$ cat config.mk
export PLATFORM = sky130hd
export DESIGN_NAME = mem_arbiter
export DESIGN_NICKNAME = d
export VERILOG_FILES = /design/src/rtl/mem_arb_pkg.sv /design/src/rtl/load_extend.sv /design/src/rtl/mem_arbiter.sv
export SDC_FILE = /design/constraint.sdc
export NUM_CORES = 1
export LEC_CHECK = 0
export ABC_AREA = 1
export CAP_MARGIN = 20
export CELL_PAD_IN_SITES_DETAIL_PLACEMENT = 0
export CELL_PAD_IN_SITES_GLOBAL_PLACEMENT = 1
export CORE_UTILIZATION = 39
export DETAILED_ROUTE_END_ITERATION = 6
export GPL_TIMING_DRIVEN = 0
export PLACE_DENSITY = 0.95
export SYNTH_ARGS = -nofsm -noshare
export SYNTH_HDL_FRONTEND = slang
export SYNTH_SLANG_ARGS = --single-unit
$ cat constraint.sdc
create_clock -name clk -period 9.3 [get_ports clk]
set_clock_uncertainty 0.2 [all_clocks]
set_input_delay 1.86 -clock clk [delete_from_list [all_inputs] [get_ports clk]]
set_output_delay 1.86 -clock clk [all_outputs]
set_load 0.02 [all_outputs]
$ cat src/rtl/mem_arb_pkg.sv
// rtl/mem_arb_pkg.sv - size encodings, state/source enums and byte-count helper for mem_arbiter
package mem_arb_pkg;

  localparam logic [1:0] SZ_B = 2'd0;
  localparam logic [1:0] SZ_H = 2'd1;
  localparam logic [1:0] SZ_W = 2'd2;

  typedef enum logic [1:0] {
    IDLE  = 2'd0,
    READ  = 2'd1,
    WRITE = 2'd2,
    DONE  = 2'd3
  } state_t;

  typedef enum logic {
    SRC_IF = 1'b0,
    SRC_D  = 1'b1
  } src_t;

  // Size code 3 is deliberately folded into the word case.
  function automatic logic [2:0] byte_count(input logic [1:0] size);
    case (size)
      SZ_B:    byte_count = 3'd1;
      SZ_H:    byte_count = 3'd2;
      default: byte_count = 3'd4;
    endcase
  endfunction

endpackage

$ cat src/rtl/load_extend.sv
// rtl/load_extend.sv - sign/zero extension of an assembled little-endian load word
module load_extend
  import mem_arb_pkg::*;
(
  input  logic [31:0] raw,
  input  logic [1:0]  size,
  input  logic        is_signed,
  output logic [31:0] ext
);

  // Replicate bit 7 or 15 only for signed byte/half loads; words pass through.
  always_comb begin
    ext = raw;
    case (size)
      SZ_B:    ext = {{24{is_signed & raw[7]}}, raw[7:0]};
      SZ_H:    ext = {{16{is_signed & raw[15]}}, raw[15:0]};
      default: ext = raw;
    endcase
  end

endmodule

$ cat src/rtl/mem_arbiter.sv
// rtl/mem_arbiter.sv - byte-serial RAM port arbiter between instruction fetch and load/store
module mem_arbiter
  import mem_arb_pkg::*;
(
  input  logic        clk,
  input  logic        rst,
  input  logic        if_req,
  input  logic [31:0] if_addr,
  output logic        if_ready,
  output logic [31:0] if_data,
  input  logic        d_req,
  input  logic        d_we,
  input  logic [1:0]  d_size,
  input  logic        d_signed,
  input  logic [31:0] d_addr,
  input  logic [31:0] d_wdata,
  output logic        d_ready,
  output logic [31:0] d_rdata,
  output logic [31:0] ram_addr,
  output logic        ram_we,
  output logic [7:0]  ram_wdata,
  input  logic [7:0]  ram_rdata,
  output logic        busy
);

  state_t      state_q, state_d;
  src_t        src_q, src_d;
  src_t        last_grant_q, last_grant_d;
  logic [1:0]  cnt_q, cnt_d;
  logic [2:0]  n_q, n_d;
  logic [1:0]  size_q, size_d;
  logic        sign_q, sign_d;
  logic [31:0] addr_q, addr_d;
  logic [31:0] wdata_q, wdata_d;
  logic [31:0] asm_q, asm_d;
  logic        if_ready_q, if_ready_d;
  logic        d_ready_q, d_ready_d;
  logic [31:0] if_data_q, if_data_d;
  logic [31:0] d_rdata_q, d_rdata_d;
  logic [31:0] ram_addr_q, ram_addr_d;
  logic        ram_we_q, ram_we_d;
  logic [7:0]  ram_wdata_q, ram_wdata_d;

  logic        grant_d_side;
  logic        last_byte;
  logic [1:0]  cnt_inc;
  logic [31:0] asm_next;
  logic [31:0] load_ext;

  // Data wins when it is alone, or when both are pending and fetch had the previous grant.
  assign grant_d_side = d_req & (~if_req | (last_grant_q == SRC_IF));
  assign last_byte    = ({1'b0, cnt_q} == (n_q - 3'd1));
  assign cnt_inc      = cnt_q + 2'd1;

  // Merge the byte arriving this cycle into the assembly word at position cnt.
  always_comb begin
    asm_next = asm_q;
    asm_next[{cnt_q, 3'b000} +: 8] = ram_rdata;
  end

  load_extend u_load_extend (
    .raw       (asm_next),
    .size      (size_q),
    .is_signed (sign_q),
    .ext       (load_ext)
  );

  // Next-state and registered-output logic; RAM strobes and ready pulses default low.
  always_comb begin
    state_d      = state_q;
    src_d        = src_q;
    last_grant_d = last_grant_q;
    cnt_d        = cnt_q;
    n_d          = n_q;
    size_d       = size_q;
    sign_d       = sign_q;
    addr_d       = addr_q;
    wdata_d      = wdata_q;
    asm_d        = asm_q;
    if_data_d    = if_data_q;
    d_rdata_d    = d_rdata_q;
    if_ready_d   = 1'b0;
    d_ready_d    = 1'b0;
    ram_addr_d   = 32'd0;
    ram_we_d     = 1'b0;
    ram_wdata_d  = 8'd0;

    case (state_q)
      IDLE: begin
        if (if_req || d_req) begin
          src_d        = grant_d_side ? SRC_D : SRC_IF;
          last_grant_d = grant_d_side ? SRC_D : SRC_IF;
          addr_d       = grant_d_side ? d_addr : if_addr;
          size_d       = grant_d_side ? d_size : SZ_W;
          n_d          = byte_count(grant_d_side ? d_size : SZ_W);
          sign_d       = grant_d_side & d_signed;
          wdata_d      = d_wdata;
          cnt_d        = 2'd0;
          asm_d        = 32'd0;
          ram_addr_d   = grant_d_side ? d_addr : if_addr;
          if (grant_d_side && d_we) begin
            state_d     = WRITE;
            ram_we_d    = 1'b1;
            ram_wdata_d = d_wdata[7:0];
          end else begin
            state_d = READ;
          end
        end
      end
      READ: begin
        asm_d = asm_next;
        if (last_byte) begin
          state_d = DONE;
          if (src_q == SRC_IF) begin
            if_ready_d = 1'b1;
            if_data_d  = asm_next;
          end else begin
            d_ready_d = 1'b1;
            d_rdata_d = load_ext;
          end
        end else begin
          cnt_d      = cnt_inc;
          ram_addr_d = addr_q + {30'd0, cnt_inc};
        end
      end
      WRITE: begin
        if (last_byte) begin
          state_d   = DONE;
          d_ready_d = 1'b1;
        end else begin
          cnt_d       = cnt_inc;
          ram_addr_d  = addr_q + {30'd0, cnt_inc};
          ram_we_d    = 1'b1;
          ram_wdata_d = wdata_q[{cnt_inc, 3'b000} +: 8];
        end
      end
      DONE: begin
        state_d = IDLE;
      end
      default: begin
        state_d = IDLE;
      end
    endcase
  end

  // State and output registers with synchronous active-low reset.
  always_ff @(posedge clk) begin
    if (!rst) begin
      state_q      <= IDLE;
      src_q        <= SRC_IF;
      last_grant_q <= SRC_IF;
      cnt_q        <= 2'd0;
      n_q          <= 3'd0;
      size_q       <= 2'd0;
      sign_q       <= 1'b0;
      addr_q       <= 32'd0;
      wdata_q      <= 32'd0;
      asm_q        <= 32'd0;
      if_ready_q   <= 1'b0;
      d_ready_q    <= 1'b0;
      if_data_q    <= 32'd0;
      d_rdata_q    <= 32'd0;
      ram_addr_q   <= 32'd0;
      ram_we_q     <= 1'b0;
      ram_wdata_q  <= 8'd0;
    end else begin
      state_q      <= state_d;
      src_q        <= src_d;
      last_grant_q <= last_grant_d;
      cnt_q        <= cnt_d;
      n_q          <= n_d;
      size_q       <= size_d;
      sign_q       <= sign_d;
      addr_q       <= addr_d;
      wdata_q      <= wdata_d;
      asm_q        <= asm_d;
      if_ready_q   <= if_ready_d;
      d_ready_q    <= d_ready_d;
      if_data_q    <= if_data_d;
      d_rdata_q    <= d_rdata_d;
      ram_addr_q   <= ram_addr_d;
      ram_we_q     <= ram_we_d;
      ram_wdata_q  <= ram_wdata_d;
    end
  end

  assign if_ready  = if_ready_q;
  assign if_data   = if_data_q;
  assign d_ready   = d_ready_q;
  assign d_rdata   = d_rdata_q;
  assign ram_addr  = ram_addr_q;
  assign ram_we    = ram_we_q;
  assign ram_wdata = ram_wdata_q;
  assign busy      = (state_q != IDLE);

endmodule

# == Word level (Yosys, flattened, before mapping) ==
# Index checks and enable logic that the tools add are counted.
# totals
ramBits,0
romBits,0
elab_cells,86
latchBits,0
n_memories,0
inputBits,112
ff_bits,214
# classes
n_eq_ne,9
div,0
addsub,4
n_shift,3
reduce_logical,16
bitwise,7
order_cmp,0
multipliers,0
mux,31
# op_table
operator,count
$pmux 32 s2,3
$mux 32,4
$add 32x2->32,1
$bwmux 32,1
$shift 8x7->32 const A,1
$shiftx 32x6->8,1
$shiftx 8x7->32,1
$mux 8,3
$pmux 8 s2,1
$mux 2,6
$reduce_and 3->1,4
$mux 1,8
$neg 5->7,1
$eq 2x1->1 const B,3
$logic_not 2->1,3
$pmux 2 s3,1
$pmux 3 s2,1
$reduce_and 2->1,3
$reduce_bool 2->1,3
$and 1x1->1,4
$eq 2x2->1 const B,2
$ne 2x2->1 const B,2
$pmux 1 s2,2
$pmux 2 s2,1
other kinds (9),10

# == Longest topological paths before layout ==
# Gate-level depths: netlist of run 1.
# logic_depth
ltp_word,7
depth_mapped,16
ltp_nobuf,12

# == Cells and area by module ==
# From an unflattened synthesis of run 1, not the netlist that was laid out.
# unflattened
hier_cells,1421
hier_area_um2,10119.7
# modules_own_cells
mod,cells_each,seq_area_each_um2,n_inst,area_per_inst_um2
mem_arbiter,1349,4264.1,1,9653.0
load_extend,72,0.0,1,466.7

# == Worst setup path after synthesis of run 1 ==
# Ideal clock, no wire load.
# synth_path
kind,input -> register
start,input port if_req
end,register addr_q[15]
slack_ps,6129
required_time_ps,9030
arrival_time_ps,2901
cell_stages,7
path_cell_list,nor2_1 > nor2_2 > inv_1 > clkbuf_1 > clkbuf_1 > nand2_1 > a21oi_1
# synth_between
elab_chain_len,4
# synth_rtl
item,line_no,text
from (decl),mem_arbiter.sv:7,"input logic if_req,"
$not 1->1,mem_arbiter.sv:51,assign grant_d_side = d_req & (~if_req | (last_grant_q == SRC_IF));
$or 1x1->1,mem_arbiter.sv:51,
$and 1x1->1,mem_arbiter.sv:51,
$mux 32,mem_arbiter.sv:93,addr_d = grant_d_side ? d_addr : if_addr;
to (signal assigned),mem_arbiter.sv:174,addr_q <= addr_d;
to (decl),mem_arbiter.sv:33,"logic [31:0] addr_q, addr_d;"
# Parallel ways exist; a longest one is shown, timed or not.
# A chain may end at the register's enable or synchronous reset.

# == Worst setup path after layout of run 1 ==
# layout_path
start,register cnt_q[0]
end,"register ram_addr_q[30], in the netlist ram_addr[30]"
# layout_between
elab_chain_len,4
# layout_rtl
item,line_no,text
from (decl),mem_arbiter.sv:29,"logic [1:0] cnt_q, cnt_d;"
from (signal assigned),mem_arbiter.sv:170,cnt_q <= cnt_d;
$add 2x1->2,mem_arbiter.sv:53,assign cnt_inc = cnt_q + 2'd1;
$add 32x2->32,"mem_arbiter.sv:123, mem_arbiter.sv:132",
$mux 32 (*),"mem_arbiter.sv:112, mem_arbiter.sv:127",
$pmux 32 s2 (*),mem_arbiter.sv:88,case (state_q)
to (signal assigned),mem_arbiter.sv:181,ram_addr_q <= ram_addr_d;
to (decl),mem_arbiter.sv:40,"logic [31:0] ram_addr_q, ram_addr_d;"
# Every way passes the cells marked *; elsewhere a longest branch is shown, timed or not.

==> impl_metrics.prom, run 1 <==
# TYPE chip_impl_metric gauge
chip_impl_metric{name="via_count",unit=""} 10040
chip_impl_metric{name="grt_antenna_before_repair",unit=""} 2
chip_impl_metric{name="cts-resized-gates",unit=""} 0
chip_impl_metric{name="clkLatencyLatePin",unit="ps"} 530
chip_impl_metric{name="synth.avg_cell_area",unit="um2"} 7.025
chip_impl_metric{name="synth.yosys.seq_area_share",unit=""} 0.4379
chip_impl_metric{name="post_synth_inst_count",unit=""} 1386
chip_impl_metric{name="tightestPinTransition",unit="ps"} 765.1
chip_impl_metric{name="max_cap_viol_count",unit=""} 0
chip_impl_metric{name="stdcell_area",unit="mm2"} 0.01307
chip_impl_metric{name="post-route-worst-setup-slack",unit="ps"} 4967
chip_impl_info{name="largest_family_of_logic_cells_by_synthesized_area",value="simple AND/OR/NAND/NOR gates"} 1
chip_impl_metric{name="grt_pass1_wl",unit="um"} 50920
chip_impl_metric{name="clk_pin_slew_worst_paths",unit="ps"} 60
chip_impl_metric{name="clockBufferDepth",unit=""} 3
chip_impl_metric{name="reg2regPathDepth",unit=""} 16
chip_impl_metric{name="post-cts-setup-buffer-count",unit=""} 0
chip_impl_metric{name="design.core.area",unit="mm2"} 0.02439
chip_impl_metric{name="final-hold-violation-count",unit=""} 0
chip_impl_metric{name="req_time_crit_path",unit="ps"} 9470
chip_impl_metric{name="final-setup-viol-count",unit=""} 0
chip_impl_metric{name="synthDominantCellAreaShare",unit=""} 0.4379
chip_impl_metric{name="io_pins",unit=""} 220
chip_impl_metric{name="start_util",unit=""} 0.3992
chip_impl_info{name="synth_area_leaders",value="sky130_fd_sc_hd__dfxtp_1 (44%), sky130_fd_sc_hd__nand2_1 (13%), sky130_fd_sc_hd__a21oi_1 (8.0%)"} 1
chip_impl_metric{name="vias_in_the_first_global_route",unit=""} 9475
chip_impl_info{name="final_common_cell",value="sky130_fd_sc_hd__nand2_1"} 1
chip_impl_metric{name="port-buffer-count",unit=""} 219
chip_impl_metric{name="p_leak",unit="nW"} 4.819
chip_impl_metric{name="drtAntennaViolNets",unit=""} 0
chip_impl_info{name="outcome",value="finished clean"} 1
chip_impl_metric{name="synthesis.nets",unit=""} 1512
chip_impl_metric{name="cts_hold_repair.buffers",unit=""} 0
chip_impl_metric{name="cts_inserted_buffers",unit=""} 23
chip_impl_metric{name="clock.fmax",unit="MHz"} 230.8
chip_impl_info{name="criticalPathCategory",value="reg -> reg"} 1
chip_impl_metric{name="synth_adder_area_share",unit=""} 0.01876
chip_impl_metric{name="finalNetCount",unit=""} 1756
chip_impl_metric{name="synth-compound-area-share",unit=""} 0.1844
chip_impl_metric{name="finalMaxSlewViolations",unit=""} 0
chip_impl_metric{name="pwr_density_cell",unit="mW/mm2"} 240.8
chip_impl_info{name="critical-path-top-cell-by-count",value="sky130_fd_sc_hd__nand2_1"} 1
chip_impl_metric{name="max-slew-margin-rel",unit=""} 0.4899
chip_impl_metric{name="placedInstanceArea",unit="mm2"} 0.01233
chip_impl_metric{name="detail_route.wirelength",unit="um"} 32110
chip_impl_metric{name="grt_overflow",unit=""} 0
chip_impl_info{name="critical_path.reg2reg.endpoint",value="ram_addr[30]"} 1
chip_impl_metric{name="design.die.area",unit="mm2"} 0.02560
chip_impl_metric{name="synth_simple_gate_area_share",unit=""} 0.2711
chip_impl_metric{name="drtIter0Drc",unit=""} 862
chip_impl_metric{name="reg2reg_setup_slack",unit="ps"} 4970
chip_impl_metric{name="globalplace.congestion",unit=""} 0.9251
chip_impl_metric{name="final_layout_size_suffix_gt1_frac",unit=""} 0.06018
chip_impl_metric{name="drt_drc_violations_left",unit=""} 0
chip_impl_info{name="tritoncts",value="yes"} 1
chip_impl_metric{name="maximum_vdd_drop",unit="uV"} 124.6
chip_impl_metric{name="grt_max_degree",unit=""} 14
chip_impl_info{name="timing.critical_path.from",value="cnt_q[0]"} 1
chip_impl_info{name="crit_path_cell_trace",value="buf_4 -> inv_2 -> clkbuf_1 -> buf_2 -> ha_1 -> inv_1 -> clkbuf_1 -> fa_1 -> nor2_2 -> nand3_1 -> nor2_2 -> nand2_1 -> nand2_1 -> nand2_1 -> nand2_1 -> a21oi_1"} 1
chip_impl_info{name="crit_path_max_delay_cell_type",value="sky130_fd_sc_hd__fa_1"} 1
chip_impl_metric{name="globalRouteTotalUtil",unit=""} 0.2493
chip_impl_metric{name="chipHeight",unit="um"} 160.0
chip_impl_info{name="min_to",value="wdata_q[3]"} 1
chip_impl_metric{name="cpPeakStageDelay",unit="ps"} 520
chip_impl_metric{name="post_synth_num_cell_types",unit=""} 38
chip_impl_metric{name="rows",unit=""} 57
chip_impl_metric{name="ys_seq_elements",unit=""} 213
chip_impl_info{name="regToRegStartpoint",value="cnt_q[0]"} 1
chip_impl_metric{name="route.detailed.wl_per_inst",unit="um"} 16.29
chip_impl_metric{name="area_growth_syn_to_layout",unit="%"} 34.23
chip_impl_metric{name="finalWorstPathRequiredPeriod",unit="ps"} 4333
chip_impl_info{name="holdCritPathClass",value="reg -> reg"} 1
chip_impl_info{name="synth_top_area_cell",value="sky130_fd_sc_hd__dfxtp_1"} 1
chip_impl_metric{name="cp.arrival",unit="ps"} 4510
chip_impl_info{name="cp-start-kind",value="flip-flop"} 1
chip_impl_metric{name="synth_xor_xnor_area_share",unit=""} 0.01144
chip_impl_info{name="worst_hold_launch",value="wdata_q[3]"} 1
chip_impl_metric{name="yosysWarnings",unit=""} 0
chip_impl_metric{name="die_w",unit="um"} 160.0
chip_impl_metric{name="worstHoldPathCells",unit=""} 2
chip_impl_metric{name="drt_pass1_iterations",unit=""} 4
chip_impl_info{name="rsz_0062_raised_after_global_routing",value="no"} 1
chip_impl_metric{name="path_max_fanout",unit=""} 13
chip_impl_metric{name="post_synth_mux_area_share",unit=""} 0
chip_impl_metric{name="final_tns_setup",unit="ps"} 0
chip_impl_info{name="critPathCaptureType",value="flip-flop"} 1
chip_impl_metric{name="htree_levels",unit=""} 1
chip_impl_metric{name="place.detailed.hpwl",unit="um"} 24450
chip_impl_metric{name="synthesis.area",unit="mm2"} 0.009737
chip_impl_metric{name="detailedPlace.worstSlack",unit="ps"} 4940
chip_impl_info{name="clock_tree.root_cell",value="sky130_fd_sc_hd__clkbuf_16"} 1
chip_impl_metric{name="min_period_over_period",unit=""} 0.4659
chip_impl_metric{name="detail_route.vias_per_cell",unit=""} 5.092
chip_impl_metric{name="cts.sinks",unit=""} 213
chip_impl_info{name="most-common-layout-cells",value="sky130_fd_sc_hd__nand2_1 (325), sky130_fd_sc_hd__clkdlybuf4s50_1 (219), sky130_fd_sc_hd__dfxtp_1 (213)"} 1
-- logic make-up (layout without fill, tap and decap cells) --
group,after synthesis,count (layout)
simple gates,641,641
flops,213,213
fa+ha+maj,14,14
compound gates,327,327
xor+xnor,11,11
other cells,0,2
buf+inv,180,439
-- worst max path at each step --
| stage | to |
|---|---|
| after floorplan | addr_q[15] |
| after global placement | ram_addr[27] |
| after detailed placement | ram_addr[27] |
| after CTS | ram_addr[30] |
| after global routing | ram_addr[30] |
| final | ram_addr[30] |
-- where the power goes --
part	leakage (nW)	internal [W]	switching, W
clock	0.362	0.000521	0.000375
combinational	2.72	0.000385	0.000705
sequential	1.74	0.00106	0.000100
total	4.82	0.00197	0.00118
-- stage by stage --
stage / total power (W) / hold slack [ps] / instances / util
finish: 0.003148 / 260.7 / 1971 / 0.5359
global route: 0.003328 / 281.2 / 1971 / 0.5359
CTS: 0.003151 / 262.3 / 1969 / 0.5357
detailed placement: 0.002252 / 254.1 / 1929 / 0.5057
global placement: 0.002243 / 248.1 / 1929 / 0.5057
floorplan: 0.001834 / 236.9 / 1386 / -
-- flip-flops by register name, summed over array words and instances, names as in the netlist --
signal,flops
d_ready,1
wdata_q,32
last_grant_q,1
size_q,1
asm_q,32
n_q,3
state_q,2
d_rdata,32
ram_wdata,8
if_data,32
ram_we,1
sign_q,1
addr_q,32
ram_addr,32
cnt_q,2
if_ready,1
-- layer usage --
metal	up-vias	routed length, um	global-route usage	part of all wire
li1	5013	-	-	-
met1	4595	14810	0.3504	0.46
met2	367	14270	0.3929	0.44
met3	61	2171	0.03195	0.068
met4	0	854	0.08442	0.027
met5	-	0	0	0
-- critical path: cells and delay by family (launching register included) --
family | cells | cell delay (ps)
adder cells (fa/ha/maj) | 2 | 790
AO/OA/AOI/OAI | 1 | 60
buffers and inverters | 6 | 1430
flip-flops | 1 | 340
AND/OR/NAND/NOR | 7 | 1330
-- Yosys cell counts --
library cell / number
sky130_fd_sc_hd__xor2_1: 6
sky130_fd_sc_hd__nand4_4: 1
sky130_fd_sc_hd__o22ai_2: 1
sky130_fd_sc_hd__nand3_2: 2
sky130_fd_sc_hd__xnor2_1: 3
sky130_fd_sc_hd__or2_2: 8
sky130_fd_sc_hd__fa_1: 1
sky130_fd_sc_hd__o22ai_1: 39
sky130_fd_sc_hd__nand3_1: 88
sky130_fd_sc_hd__buf_2: 12
sky130_fd_sc_hd__a22oi_1: 1
sky130_fd_sc_hd__o21bai_1: 26
sky130_fd_sc_hd__nand2_1: 325
sky130_fd_sc_hd__ha_1: 13
sky130_fd_sc_hd__o211ai_1: 1
sky130_fd_sc_hd__o21ai_0: 91
sky130_fd_sc_hd__o21ai_1: 4
sky130_fd_sc_hd__dfxtp_1: 213
sky130_fd_sc_hd__nor2_2: 3
sky130_fd_sc_hd__buf_4: 5
sky130_fd_sc_hd__clkbuf_1: 59
sky130_fd_sc_hd__nand2_4: 1
sky130_fd_sc_hd__nand3b_1: 1
sky130_fd_sc_hd__nand4_1: 5
sky130_fd_sc_hd__nor2_4: 1
sky130_fd_sc_hd__inv_1: 92
sky130_fd_sc_hd__buf_6: 3
sky130_fd_sc_hd__a21oi_2: 8
sky130_fd_sc_hd__nor2_1: 188
sky130_fd_sc_hd__buf_1: 3
sky130_fd_sc_hd__a21oi_1: 155
sky130_fd_sc_hd__a211oi_1: 1
sky130_fd_sc_hd__nand2_2: 10
sky130_fd_sc_hd__xnor2_2: 1
sky130_fd_sc_hd__nor3_1: 8
sky130_fd_sc_hd__inv_2: 5
sky130_fd_sc_hd__xor2_2: 1
sky130_fd_sc_hd__buf_8: 1
-- area by class of cell --
type                    count  area [um2]
diodes                      2       5.005
plain buffers              83       379.1
clock buffers              32       659.4
clock inverters             8       71.32
fillers                  2424       11320
inverters                  97       364.1
multi-input cells         993        4730
flip-flops and latches    213        4264
well taps                 324       405.4
repair buffers            219        2192
No activity file was read; power rests on OpenSTA's default activity.
==> inputs of run 2 (changes only) <==
- CORE_UTILIZATION: 39 -> 36
- PLACE_DENSITY: 0.95 -> 0.9
- clock period: 9.3 -> 4 ns (I/O delays scaled with it)
==> run 2 against run 1 <==
Against the previous run: the flow now finishes with violations (DRC); final cell count is 0.51% higher; clock power rose to 2.7 times the previous value; fmax up 17%; critical path depth shrank 3.
==> impl_metrics.prom, run 2 (synthesis results as in run 1) <==
# TYPE chip_impl_metric gauge
chip_impl_metric{name="grt_antenna_before_repair",unit=""} 0
chip_impl_metric{name="pwr_density_cell",unit="mW/mm2"} 577.7
chip_impl_metric{name="cpPeakStageDelay",unit="ps"} 560
chip_impl_metric{name="finalMaxSlewViolations",unit=""} 0
chip_impl_metric{name="sw_frac_of_total",unit=""} 0.3615
chip_impl_metric{name="cts_inserted_buffers",unit=""} 24
chip_impl_info{name="criticalPathCategory",value="reg -> reg"} 1
chip_impl_info{name="final_common_cell",value="sky130_fd_sc_hd__nand2_1"} 1
chip_impl_metric{name="tightestPinTransition",unit="ps"} 687.7
chip_impl_metric{name="htree_levels",unit=""} 1
chip_impl_metric{name="switchingPower",unit="W"} 0.002763
chip_impl_metric{name="cts_hold_repair.buffers",unit=""} 0
chip_impl_metric{name="cts.sinks",unit=""} 213
chip_impl_metric{name="max-slew-margin-rel",unit=""} 0.5415
chip_impl_metric{name="antenna_cells",unit=""} 0
chip_impl_metric{name="globalRouteTotalUtil",unit=""} 0.2300
chip_impl_metric{name="min_period_over_period",unit=""} 0.9265
chip_impl_metric{name="final-setup-viol-count",unit=""} 0
chip_impl_metric{name="drtAntennaViolNets",unit=""} 0
chip_impl_metric{name="chipHeight",unit="um"} 166.5
chip_impl_metric{name="drt_drc_violations_left",unit=""} 12
chip_impl_metric{name="cp.arrival",unit="ps"} 3940
chip_impl_metric{name="route.detailed.wl_per_inst",unit="um"} 16.48
chip_impl_info{name="crit_path_cell_trace",value="buf_4 -> inv_2 -> buf_4 -> ha_1 -> inv_1 -> fa_1 -> nor2_4 -> nand3_1 -> nor2_4 -> nand3b_1 -> nand2_1 -> nand2_1 -> a21oi_1"} 1
chip_impl_info{name="outcome",value="finished with violations"} 1
chip_impl_metric{name="layout.cells.non_filler",unit=""} 1981
chip_impl_metric{name="drt_pass1_iterations",unit=""} 7
chip_impl_metric{name="final_layout_size_suffix_gt1_frac",unit=""} 0.06440
chip_impl_metric{name="design.core.area",unit="mm2"} 0.02628
chip_impl_metric{name="detail_route.vias_per_cell",unit=""} 5.034
chip_impl_metric{name="clock.fmax",unit="MHz"} 269.8
chip_impl_metric{name="vias_in_the_first_global_route",unit=""} 9442
chip_impl_metric{name="via_count",unit=""} 9972
chip_impl_metric{name="final-hold-violation-count",unit=""} 0
chip_impl_metric{name="grt_overflow",unit=""} 0
chip_impl_metric{name="globalRouteMet2Util",unit=""} 0.3791
chip_impl_info{name="most-common-layout-cells",value="sky130_fd_sc_hd__nand2_1 (325), sky130_fd_sc_hd__clkdlybuf4s50_1 (219), sky130_fd_sc_hd__dfxtp_1 (213)"} 1
chip_impl_metric{name="cellInternalPower",unit="W"} 0.004881
chip_impl_info{name="cp-start-kind",value="flip-flop"} 1
chip_impl_metric{name="grt_pass1_wl",unit="um"} 50880
chip_impl_metric{name="power.combinational.fraction",unit=""} 0.333
chip_impl_metric{name="post-place-cells",unit=""} 1940
chip_impl_info{name="crit_path_max_delay_cell_type",value="sky130_fd_sc_hd__fa_1"} 1
chip_impl_metric{name="clkLatencyLatePin",unit="ps"} 520
chip_impl_metric{name="grtUsageMet3",unit=""} 0.03018
chip_impl_metric{name="max_cap_viol_count",unit=""} 0
chip_impl_metric{name="io_pins",unit=""} 220
chip_impl_info{name="clock_tree.root_cell",value="sky130_fd_sc_hd__clkbuf_16"} 1
chip_impl_metric{name="relative_contribution_of_sequential_cells_to_total_power",unit=""} 0.353
chip_impl_metric{name="detail_route.wirelength",unit="um"} 32650
chip_impl_metric{name="stdcell_area",unit="mm2"} 0.01323
chip_impl_info{name="global_route.peak_usage_layer",value="met2"} 1
chip_impl_info{name="failed_checks",value="DRC"} 1
chip_impl_metric{name="design.die.area",unit="mm2"} 0.02771
chip_impl_metric{name="timing.critical_path.buf_inv",unit=""} 4
chip_impl_metric{name="rows",unit=""} 59
chip_impl_metric{name="post-cts-setup-buffer-count",unit=""} 0
chip_impl_info{name="critPathCaptureType",value="flip-flop"} 1
chip_impl_metric{name="p_leak",unit="nW"} 4.896
chip_impl_metric{name="grt_max_degree",unit=""} 14
chip_impl_metric{name="clockBufferDepth",unit=""} 3
chip_impl_info{name="critical-path-top-delay-family",value="simple AND/OR/NAND/NOR gates"} 1
chip_impl_metric{name="drtIter0Drc",unit=""} 741
chip_impl_metric{name="path_max_fanout",unit=""} 13
chip_impl_info{name="holdCritPathClass",value="reg -> reg"} 1
chip_impl_metric{name="maximum_vdd_drop",unit="uV"} 303.8
chip_impl_metric{name="place.detailed.hpwl",unit="um"} 24840
chip_impl_metric{name="start_util",unit=""} 0.3705
chip_impl_metric{name="gr-usage-met1",unit=""} 0.3170
chip_impl_metric{name="clk_pin_slew_worst_paths",unit="ps"} 60
chip_impl_metric{name="placedInstanceArea",unit="mm2"} 0.01235
chip_impl_metric{name="die_w",unit="um"} 166.5
chip_impl_metric{name="area_growth_syn_to_layout",unit="%"} 35.89
chip_impl_metric{name="power.clock.fraction",unit=""} 0.315
chip_impl_metric{name="globalplace.congestion",unit=""} 0.9407
chip_impl_metric{name="final_core_density",unit=""} 0.5035
chip_impl_metric{name="port-buffer-count",unit=""} 219
chip_impl_info{name="tritoncts",value="yes"} 1
chip_impl_metric{name="finalNetCount",unit=""} 1755
chip_impl_info{name="rsz_0062_raised_after_global_routing",value="no"} 1
chip_impl_metric{name="req_time_crit_path",unit="ps"} 4240
chip_impl_metric{name="finalWorstPathRequiredPeriod",unit="ps"} 3706
==> run 2: changes by cell type in the layout (fill, tap and decap cells not counted), sizes merged <==
| cell | before | now |
|---|---|---|
| inv | 98 | 97 |
| diode | 2 | 0 |
| clkbuf | 91 | 90 |
| clkinvlp | 1 | 0 |
| clkinv | 5 | 6 |
| bufinv | 1 | 4 |
==> run 2: worst paths after layout <==
check / startpoint / to / slack, ps / cells after the start
max: cnt_q[0] / ram_addr[30] / 290 / 13
min: if_data[30] / if_data[30] / 260 / 2
max reg2reg: cnt_q[0] / ram_addr[30] / 290 / 13
min reg2reg: if_data[30] / if_data[30] / 260 / 2
==> run 2: timing repair <==
action / in CTS / in global routing
gates resized for setup: 3 / 1
endpoints found under the setup margin: 9 / 9
pin swaps: 0 / 1
==> run 2: worst reg2reg max path, cell delays in order (launching register included) <==
cell and delay, ps:
sky130_fd_sc_hd__dfxtp_1 370, sky130_fd_sc_hd__buf_4 210, sky130_fd_sc_hd__inv_2 140, sky130_fd_sc_hd__buf_4 230
sky130_fd_sc_hd__ha_1 390, sky130_fd_sc_hd__inv_1 280, sky130_fd_sc_hd__fa_1 560, sky130_fd_sc_hd__nor2_4 270
sky130_fd_sc_hd__nand3_1 280, sky130_fd_sc_hd__nor2_4 300, sky130_fd_sc_hd__nand3b_1 110, sky130_fd_sc_hd__nand2_1 80
sky130_fd_sc_hd__nand2_1 60, sky130_fd_sc_hd__a21oi_1 160
==> run 2: routing by layer <==
metal	vias to the layer above	wire length [um]
li1	5000	-
met1	4588	15020
met2	340	14880
met3	44	2158
met4	0	597
met5	-	0
==> run 2: power groups by stage <==
stage,registers (W),clock network (W),logic (W)
2_1_floorplan,0.00283,0,0.00144
5_1_grt,0.00274,0.00253,0.00278
3_5_place_dp,0.00273,0,0.00251
3_3_place_gp,0.00273,0,0.00249
4_1_cts,0.00269,0.00243,0.00254
6_report,0.00270,0.00241,0.00254
==> run 2: final cells by class <==
type | instances | area (um2)
Sequential cell | 213 | 4264
Timing Repair Buffer | 219 | 2192
Clock buffer | 33 | 725.7
Tap cell | 335 | 419.2
Fill cell | 2607 | 13050
Clock inverter | 10 | 150.1
Multi-Input combinational cell | 993 | 4742
Inverter | 97 | 364.1
Buffer | 81 | 374.1
==> run 2: per-stage QoR <==
stage	power, W	hold slack, ps	setup slack (ps)	setup TNS [ps]
after global routing	0.008046	270.1	80.10	0
after detailed placement	0.005246	253.2	-261.2	-1283
after floorplan	0.004264	236.9	852.4	0
after global placement	0.005222	249.8	-241.5	-959.7
final	0.007644	258.9	294.1	0
after CTS	0.007664	261.7	34.97	0
